[src/rtl/store_unit.sv]
// store_unit: MAXICORE32 memory-store stage. It aligns store data onto a big-endian 32-bit bus and runs one handshaken write cycle.
// Optional access timeout: define STORE_TIMEOUT_EN to abort a write that is never acknowledged.
//
// state  | meaning
// IDLE   | accepting instructions, forwarding non-stores, rejecting misaligned stores
// ACCESS | write cycle outstanding, pipeline stalled until bus_ack (or timeout)
module store_unit #(
    parameter int unsigned TIMEOUT_CYCLES = 16,
    parameter logic [4:0]  OPCODE_STORE   = 5'h0A,
    parameter logic [4:0]  OPCODE_NOP     = 5'h00,
    parameter logic [1:0]  CW_BYTE        = 2'b00,
    parameter logic [1:0]  CW_WORD        = 2'b01
) (
    input  logic        clock,
    input  logic        reset_n,
    input  logic [31:0] inbound_instruction,
    input  logic [31:0] store_address,
    input  logic [31:0] store_data,
    output logic        bus_request,
    output logic        bus_write,
    output logic [29:0] bus_address,
    output logic [31:0] bus_data_out,
    output logic [3:0]  bus_data_strobes,
    input  logic        bus_ack,
    output logic        stall,
    output logic        bus_error,
    output logic [31:0] outbound_instruction
);

    localparam logic [0:0]  ST_IDLE   = 1'b0;
    localparam logic [0:0]  ST_ACCESS = 1'b1;
    localparam logic [31:0] NOP_INSTR = {OPCODE_NOP, 27'h0};

    if (TIMEOUT_CYCLES < 2 || TIMEOUT_CYCLES > 255) begin : g_timeout_range
        $error("store_unit: TIMEOUT_CYCLES must be within 2..255");
    end

    logic [0:0]  state;
    logic [31:0] held_instruction;

    logic [4:0]  opcode;
    logic [1:0]  cycle_width;
    logic        is_store;
    logic        misaligned;
    logic [31:0] lane_data;
    logic [3:0]  lane_strobes;

    assign opcode      = inbound_instruction[31:27];
    assign cycle_width = inbound_instruction[26:25];
    assign is_store    = (opcode == OPCODE_STORE);

    // Big-endian lanes: byte lane 0 of the word is bits 31:24, so strobes shift right with the address.
    always_comb begin
        lane_data    = store_data;
        lane_strobes = 4'b1111;
        misaligned   = 1'b0;
        if (cycle_width == CW_BYTE) begin
            lane_data    = {4{store_data[7:0]}};
            lane_strobes = 4'b1000 >> store_address[1:0];
        end else if (cycle_width == CW_WORD) begin
            lane_data    = {2{store_data[15:0]}};
            lane_strobes = store_address[1] ? 4'b0011 : 4'b1100;
            misaligned   = store_address[0];
        end else begin
            misaligned   = |store_address[1:0];
        end
    end

    assign bus_write = bus_request;

`ifdef STORE_TIMEOUT_EN
    localparam logic [7:0] TIMEOUT_LAST = 8'(TIMEOUT_CYCLES - 1);
    logic [7:0] wait_count;
`endif

    always_ff @(posedge clock or negedge reset_n) begin
        if (!reset_n) begin
            state                <= ST_IDLE;
            held_instruction     <= NOP_INSTR;
            bus_request          <= 1'b0;
            bus_address          <= 30'h0;
            bus_data_out         <= 32'h0;
            bus_data_strobes     <= 4'b0000;
            stall                <= 1'b0;
            bus_error            <= 1'b0;
            outbound_instruction <= NOP_INSTR;
`ifdef STORE_TIMEOUT_EN
            wait_count           <= 8'h0;
`endif
        end else begin
            bus_error <= 1'b0;
            case (state)
                ST_IDLE: begin
                    if (is_store && misaligned) begin
                        bus_error            <= 1'b1;
                        outbound_instruction <= NOP_INSTR;
                    end else if (is_store) begin
                        held_instruction     <= inbound_instruction;
                        bus_address          <= store_address[31:2];
                        bus_data_out         <= lane_data;
                        bus_data_strobes     <= lane_strobes;
                        bus_request          <= 1'b1;
                        stall                <= 1'b1;
                        outbound_instruction <= NOP_INSTR;
                        state                <= ST_ACCESS;
`ifdef STORE_TIMEOUT_EN
                        wait_count           <= 8'h0;
`endif
                    end else begin
                        outbound_instruction <= inbound_instruction;
                    end
                end
                ST_ACCESS: begin
                    // An ack on the final allowed cycle takes priority over the timeout.
                    if (bus_ack) begin
                        bus_request          <= 1'b0;
                        bus_data_strobes     <= 4'b0000;
                        stall                <= 1'b0;
                        outbound_instruction <= held_instruction;
                        state                <= ST_IDLE;
`ifdef STORE_TIMEOUT_EN
                    end else if (wait_count == TIMEOUT_LAST) begin
                        bus_request          <= 1'b0;
                        bus_data_strobes     <= 4'b0000;
                        stall                <= 1'b0;
                        bus_error            <= 1'b1;
                        outbound_instruction <= NOP_INSTR;
                        state                <= ST_IDLE;
                    end else begin
                        wait_count           <= wait_count + 8'd1;
`endif
                    end
                end
                default: begin
                    state <= ST_IDLE;
                end
            endcase
        end
    end

endmodule

[config.mk]
export PLATFORM = sky130hd
export DESIGN_NAME = store_unit
export DESIGN_NICKNAME = d
export VERILOG_FILES = /design/src/rtl/store_unit.sv
export SDC_FILE = /design/constraint.sdc
export NUM_CORES = 1
export LEC_CHECK = 0
export BUFFER_PORTS_ARGS = -buffer_cell sky130_fd_sc_hd__clkbuf_2
export CAP_MARGIN = 10
export CELL_PAD_IN_SITES_DETAIL_PLACEMENT = 1
export CELL_PAD_IN_SITES_GLOBAL_PLACEMENT = 2
export CORE_ASPECT_RATIO = 1.1
export CORE_MARGIN = 2
export CORE_UTILIZATION = 33
export DETAILED_ROUTE_END_ITERATION = 7
export PLACE_DENSITY = 0.91
export SYNTH_ARGS = -nofsm -noshare
export SYNTH_HDL_FRONTEND = slang
export SYNTH_SLANG_ARGS = --single-unit
[constraint.sdc]
create_clock -name clock -period 2.3 [get_ports clock]
set_clock_uncertainty 0.15 [all_clocks]
set_input_delay 0.115 -clock clock [delete_from_list [all_inputs] [get_ports clock]]
set_output_delay 0.115 -clock clock [all_outputs]
set_load 0.02 [all_outputs]
==> out/results.txt, run 1 <==
Slew Viols, Final: 0
DR WL/cell: 18.9 um
Nature of the critical path startpoint: flip-flop
Syn avg cell area: 13.1 um^2
Worst slack, placed: 0.240 ns
Rel. slew slack: 48.8%
Sequential area share after synthesis: 55.2%
Total track usage: 20.3%
HP Class: input port to flip-flop
FF+latch count, synth: 133
Worst-path maximum fanout: 65
Initial antenna violation count: 0
Cts repair resizes: 0
Leakage: 0.00454 uW
Row cnt: 51
Die Wd: 133 um
Ys Warns: 0
Crit path DAT: 2.23 ns
Fmax achieved: 476 MHz
Share of cells above drive strength 1: 40.7%
Fin nets: 852
Final Hold Fails: 0
Die Y: 146 um
Die ar.: 19400 um^2
Worst setup path class: flip-flop to flip-flop
Final setup viols: 0
Worst-path clk slew: 0.06 ns
Final worst-path cycle share: 91.4%
Drt drc: 0
Max_cap viols: 0
Commonest non-fill, non-tap cell in the layout: clkbuf_2
Vias/cell: 4.83
IO Pins: 201
Clk Latency, worst-skew pair: 0.40 ns
Total nets after synthesis: 559
GRT overflow: 0
Final WS setup: 0.199 ns
Worst Setup End Kind: flip-flop
Fin Setup TNS: 0 ns
CTS Hold Bufs: 99
Worst slew pin tran: 0.768 ns
TritonCTS Buffers: 17
Fill cells: 1894
Diodes inserted: 0
Starting Density: 33.9%
Mapped Cells: 460
TritonRoute pass-1 iters: 4
Pin count of the biggest net entering global routing: 78
Area grow syn2layout: 44.6%
Final WL: 18900 um
Final Util: 49.0%
Critical Path RT: 2.43 ns
Post-synthesis cell area: 6030 um^2
Pwr per Cell Area: 846 nW/um^2
Input/output buffers: 200
Vias post-DR: 4841
Antenna Nets Post-Route: 0
RSZ-0062 raised after global routing: no
Clock Root Buffer: clkbuf_16
TritonCTS clock tree: done
Number of global-route vias before repair: 5597
Core area: 17800 um^2
Status: complete, no violations
Max VDD drop: 0.000492 V
1st-iter DRT viols: 205
Most frequent cells in the layout: 199 x clkbuf_2, 132 x dfrtp_1, 99 x dlygate4sd3_1
Setup Buffers After CTS: 0
Htree depth: 4
DP HPWL: 11600 um
Pwr Total: 7380 uW
Max Buffers Root-to-Sink: 2
Tmin final: 2.10 ns
Unique masters post-synth: 31
GPL Wtd Cong: 0.803
First-pass GRT wire length: 30800 um
CTS sink cnt: 133
==> power breakdown <==
| group | internal [uW] | switching, uW |
|---|---|---|
| clock network | 1620 | 961 |
| registers | 2750 | 276 |
| logic | 840 | 937 |
| total | 5210 | 2170 |
==> worst paths after layout <==
path,from,end,slack [ns],cells after the start
max,state,bus_data_strobes[0],0.20,5
min,store_address[0],bus_data_strobes[1],0.04,3
max reg2reg,state,bus_data_strobes[0],0.20,5
min reg2reg,held_instruction[28],held_instruction[28],0.33,1
max in group asynchronous,reset_n,held_instruction[8],1.18,3
min in group asynchronous,reset_n,bus_address[23],0.12,2
==> sequential cells by signal, summed over array words and instances (netlist names) <==
signal / count
outbound_instruction: 32
bus_address: 30
bus_error: 1
bus_data_strobes: 4
stall: 1
held_instruction: 32
state: 1
bus_data_out: 32
==> worst max-delay path: stages (launching register included) <==
cell,delay (ns)
dfrtp_2,0.37
buf_4,0.57
nand2_1,0.32
a32o_1,0.30
o22ai_1,0.15
o2bb2ai_1,0.10
==> cells in the mapped netlist <==
cell	number	area share, %
buf_12	6	2.0
clkbuf_1	11	0.68
buf_4	2	0.25
a22oi_1	1	0.12
o211ai_2	1	0.21
a21oi_1	14	1.2
buf_1	1	0.062
o22ai_1	1	0.10
nand3_1	1	0.083
buf_6	3	0.56
buf_2	15	1.2
nand2_1	29	1.8
nand2b_1	2	0.21
and4bb_2	1	0.21
nor3_1	2	0.17
and2_1	4	0.41
a31o_2	1	0.15
a211oi_1	29	3.6
a21boi_0	1	0.12
o41ai_1	1	0.15
and3_1	2	0.21
dfrtp_1	133	55
inv_1	3	0.19
mux2i_1	57	9.5
a32o_1	1	0.17
o2bb2ai_1	1	0.15
nor2_2	2	0.21
a21oi_2	1	0.15
o21ai_0	28	2.3
nor2_1	41	2.6
mux2_4	65	16
==> kinds of logic after synthesis <==
group / count (synthesis) / synth area share [%]
AOI/OAI and AO/OA: 80 / 8.40
buffers and inverters: 41 / 4.98
DFF: 133 / 55.2
muxes: 122 / 25.6
and+or+nand+nor: 84 / 5.85
==> through the flow <==
| step | instance area (um^2) | cells | hold slack (ns) |
|---|---|---|---|
| finish | 8730 | 1002 | 0.0419 |
| global route | 8730 | 1002 | 0.0714 |
| CTS | 8730 | 1002 | 0.0188 |
| detailed placement | 7180 | 873 | -0.0117 |
| global placement | 7180 | 873 | -0.0249 |
| floorplan | 6030 | 460 | -0.331 |
==> metal layers <==
layer	vias to the layer above	wire length [um]	share of wire (%)	GRT usage, %
li1	2203	-	-	-
met1	2465	7570	40	23.1
met2	148	10100	53	36.9
met3	25	933	4.9	5.12
met4	0	307	1.6	6.51
met5	-	0	0	0
==> final cells by class <==
cell class,instances,area (um^2),share of cell area [%]
inverters,3,11.3,0.129
repair buffers,312,2120,24.3
clock buffers,26,509,5.83
well taps,238,298,3.41
flip-flops and latches,133,3330,38.1
multi-input cells,286,2410,27.7
clock inverters,4,45.0,0.516
No activity file was read; power rests on OpenSTA's default activity.
==> inputs of run 2 (changes only) <==
--- a/config.mk
+++ b/config.mk
@@ -14,6 +14,7 @@
 export CORE_UTILIZATION = 33
 export DETAILED_ROUTE_END_ITERATION = 7
 export PLACE_DENSITY = 0.91
+export SETUP_SLACK_MARGIN = 0.4
 export SYNTH_ARGS = -nofsm -noshare
 export SYNTH_HDL_FRONTEND = slang
 export SYNTH_SLANG_ARGS = --single-unit
==> run 2 against run 1 <==
Effect of this change:
- count of clock-buffer cells in the layout unchanged
- design area increased by 0.13%
- total power about the same
- first-iteration DRC count increased by 3.4%
- clock power about the same
- routed wire length about the same
- register-to-register slack improved by 0.28 ns
- largest cell class unchanged
- largest power group unchanged
- highest routed layer unchanged
==> out/results.txt, run 2 (same netlist as run 1, synthesis figures left out) <==
Setup Buffers After CTS: 0 (unchanged)
Final setup viols: 0 (unchanged)
Fin Setup TNS: 0 ns (unchanged)
Antenna Nets Post-Route: 0 (unchanged)
Drt drc: 0 (unchanged)
Input/output buffers: 200 (unchanged)
Clock Root Buffer: clkbuf_16
Max_cap viols: 0 (unchanged)
TritonRoute pass-1 iters: 4 (unchanged)
First-pass GRT wire length: 30600 um (-0.63%)
Starting Density: 33.9% (unchanged)
Crit path DAT: 1.95 ns (-0.28 ns)
GRT overflow: 0 (unchanged)
Max Buffers Root-to-Sink: 2 (unchanged)
Number of global-route vias before repair: 5579 (-0.32%)
Worst Setup End Kind: flip-flop
Commonest non-fill, non-tap cell in the layout: clkbuf_2
Final WL: 18900 um (about the same)
DR WL/cell: 18.9 um (about the same)
Top Registers: bus_data_out: 32 flops, held_instruction: 32 flops, outbound_instruction: 32 flops
Die Y: 146 um (unchanged)
GPL Wtd Cong: 0.803 (unchanged)
IO Pins: 201 (unchanged)
Final worst-path cycle share: 79.0% (-12 points)
Share of cells above drive strength 1: 40.7% (unchanged)
TritonCTS clock tree: done
Row cnt: 51 (unchanged)
Die ar.: 19400 um^2 (unchanged)
Pwr per Cell Area: 845 nW/um^2 (about the same)
1st-iter DRT viols: 212 (+3.4%)
Status: complete, no violations
Clk Latency, worst-skew pair: 0.40 ns (about the same)
TritonCTS Buffers: 17 (unchanged)
Pin count of the biggest net entering global routing: 78 (unchanged)
Leakage: 0.00454 uW (+0.11%)
Die Wd: 133 um (unchanged)
Initial antenna violation count: 0 (unchanged)
Rel. slew slack: 61.6% (+13 points)
Layout Cells excl Fill: 1002 (unchanged)
HP Class: input port to flip-flop
Delay-heaviest family, CP: flip-flops
Vias/cell: 4.82 (-0.31%)
Total track usage: 20.1% (-0.14 points)
CTS sink cnt: 133 (unchanged)
Bufs and invs on worst path: 1 (unchanged)
Slew Viols, Final: 0 (unchanged)
Core area: 17800 um^2 (unchanged)
Worst slew pin tran: 0.576 ns (-0.192 ns)
Nature of the critical path startpoint: flip-flop
RSZ-0062 raised after global routing: yes
Fmax achieved: 550 MHz (+16%)
Area grow syn2layout: 44.8%
Worst setup path class: flip-flop to flip-flop
Vias post-DR: 4826 (-0.31%)
Tmin final: 1.82 ns (-0.284 ns)
Max VDD drop: 0.000509 V (+3.4%)
Diodes inserted: 0 (unchanged)
Htree depth: 4 (unchanged)
Critical Path RT: 2.43 ns (about the same)
Slowest CP cell: dfrtp_2
Cell breakdown of the critical path: nor2_2 -> o211ai_4 -> buf_6 -> mux2_4
Fin nets: 852 (unchanged)
Worst-path maximum fanout: 43 (-34%)
Pwr Total: 7390 uW (about the same)
Placed Instances: 873 (unchanged)
Most frequent cells in the layout: 199 x clkbuf_2, 132 x dfrtp_1, 99 x dlygate4sd3_1
Worst-path clk slew: 0.05 ns (about the same)
DP HPWL: 11600 um (unchanged)
Slowest stage delay, CP: 0.43 ns (-0.14 ns)
Final Hold Fails: 0 (unchanged)
run 2: cell counts in the layout (fill, tap and decap cells not counted):
No cell type changed its count.
run 2: path summary, 6_finish.rpt:
| kind | cells past startpoint | start | slack, ns | end |
|---|---|---|---|---|
| max | 4 | state | 0.48 | held_instruction[2] |
| min | 4 | store_address[1] | 0.05 | bus_data_strobes[0] |
| max reg2reg | 4 | state | 0.48 | held_instruction[2] |
| min reg2reg | 1 | held_instruction[28] | 0.33 | held_instruction[28] |
| max in group asynchronous | 3 | reset_n | 1.18 | held_instruction[8] |
| min in group asynchronous | 2 | reset_n | 0.13 | bus_address[23] |
run 2: worst min-delay path, delay by kind of cell:
| kind | cells | cell delay (ns) |
|---|---|---|
| AO/OA/AOI/OAI | 2 | 0.20 |
| buffers and inverters | 2 | 0.23 |
run 2: where the power goes:
part           internal, uW  switching, uW  total [uW]
Clock                  1620            966        2580
Sequential             2750            278        3030
Combinational           841            935        1780
run 2: metal layers:
layer | global-route usage, % | vias to the layer above | part of all wire, %
met3 | 5.43 | 25 | 5.3
met1 | 22.7 | 2446 | 40
li1 | - | 2203 | -
met2 | 36.6 | 152 | 53
met5 | 0 | - | 0
met4 | 6.51 | 0 | 1.6
run 2: cell type report:
cell class,instances,area [um^2]
fill,1892,9060
sequential,133,3330
multi-input combinational,286,2410
timing repair buffer,312,2130
clock buffer,26,509
tap,238,298
clock inverter,4,45.0
inverter,3,11.3
run 2: through the flow:
step | hold WS, ns | setup WS (ns) | utilization [%] | instance area, um^2
6_report | 0.0453 | 0.483 | 49.1 | 8740
5_1_grt | 0.0870 | 0.370 | 49.1 | 8740
4_1_cts | 0.0267 | 0.391 | 49.0 | 8730
2_1_floorplan | -0.331 | 0.741 | - | 6030
3_3_place_gp | -0.0249 | 0.333 | 40.3 | 7180
3_5_place_dp | -0.0117 | 0.240 | 40.3 | 7180
run 2: repair_timing:
action / CTS / global route
pin swaps: 0 / 0
resized for setup: 1 / 3
endpoints found under the setup margin: 1 / 39
hold buffers: 99 / 0
hold endpoints to repair: 177 / 0
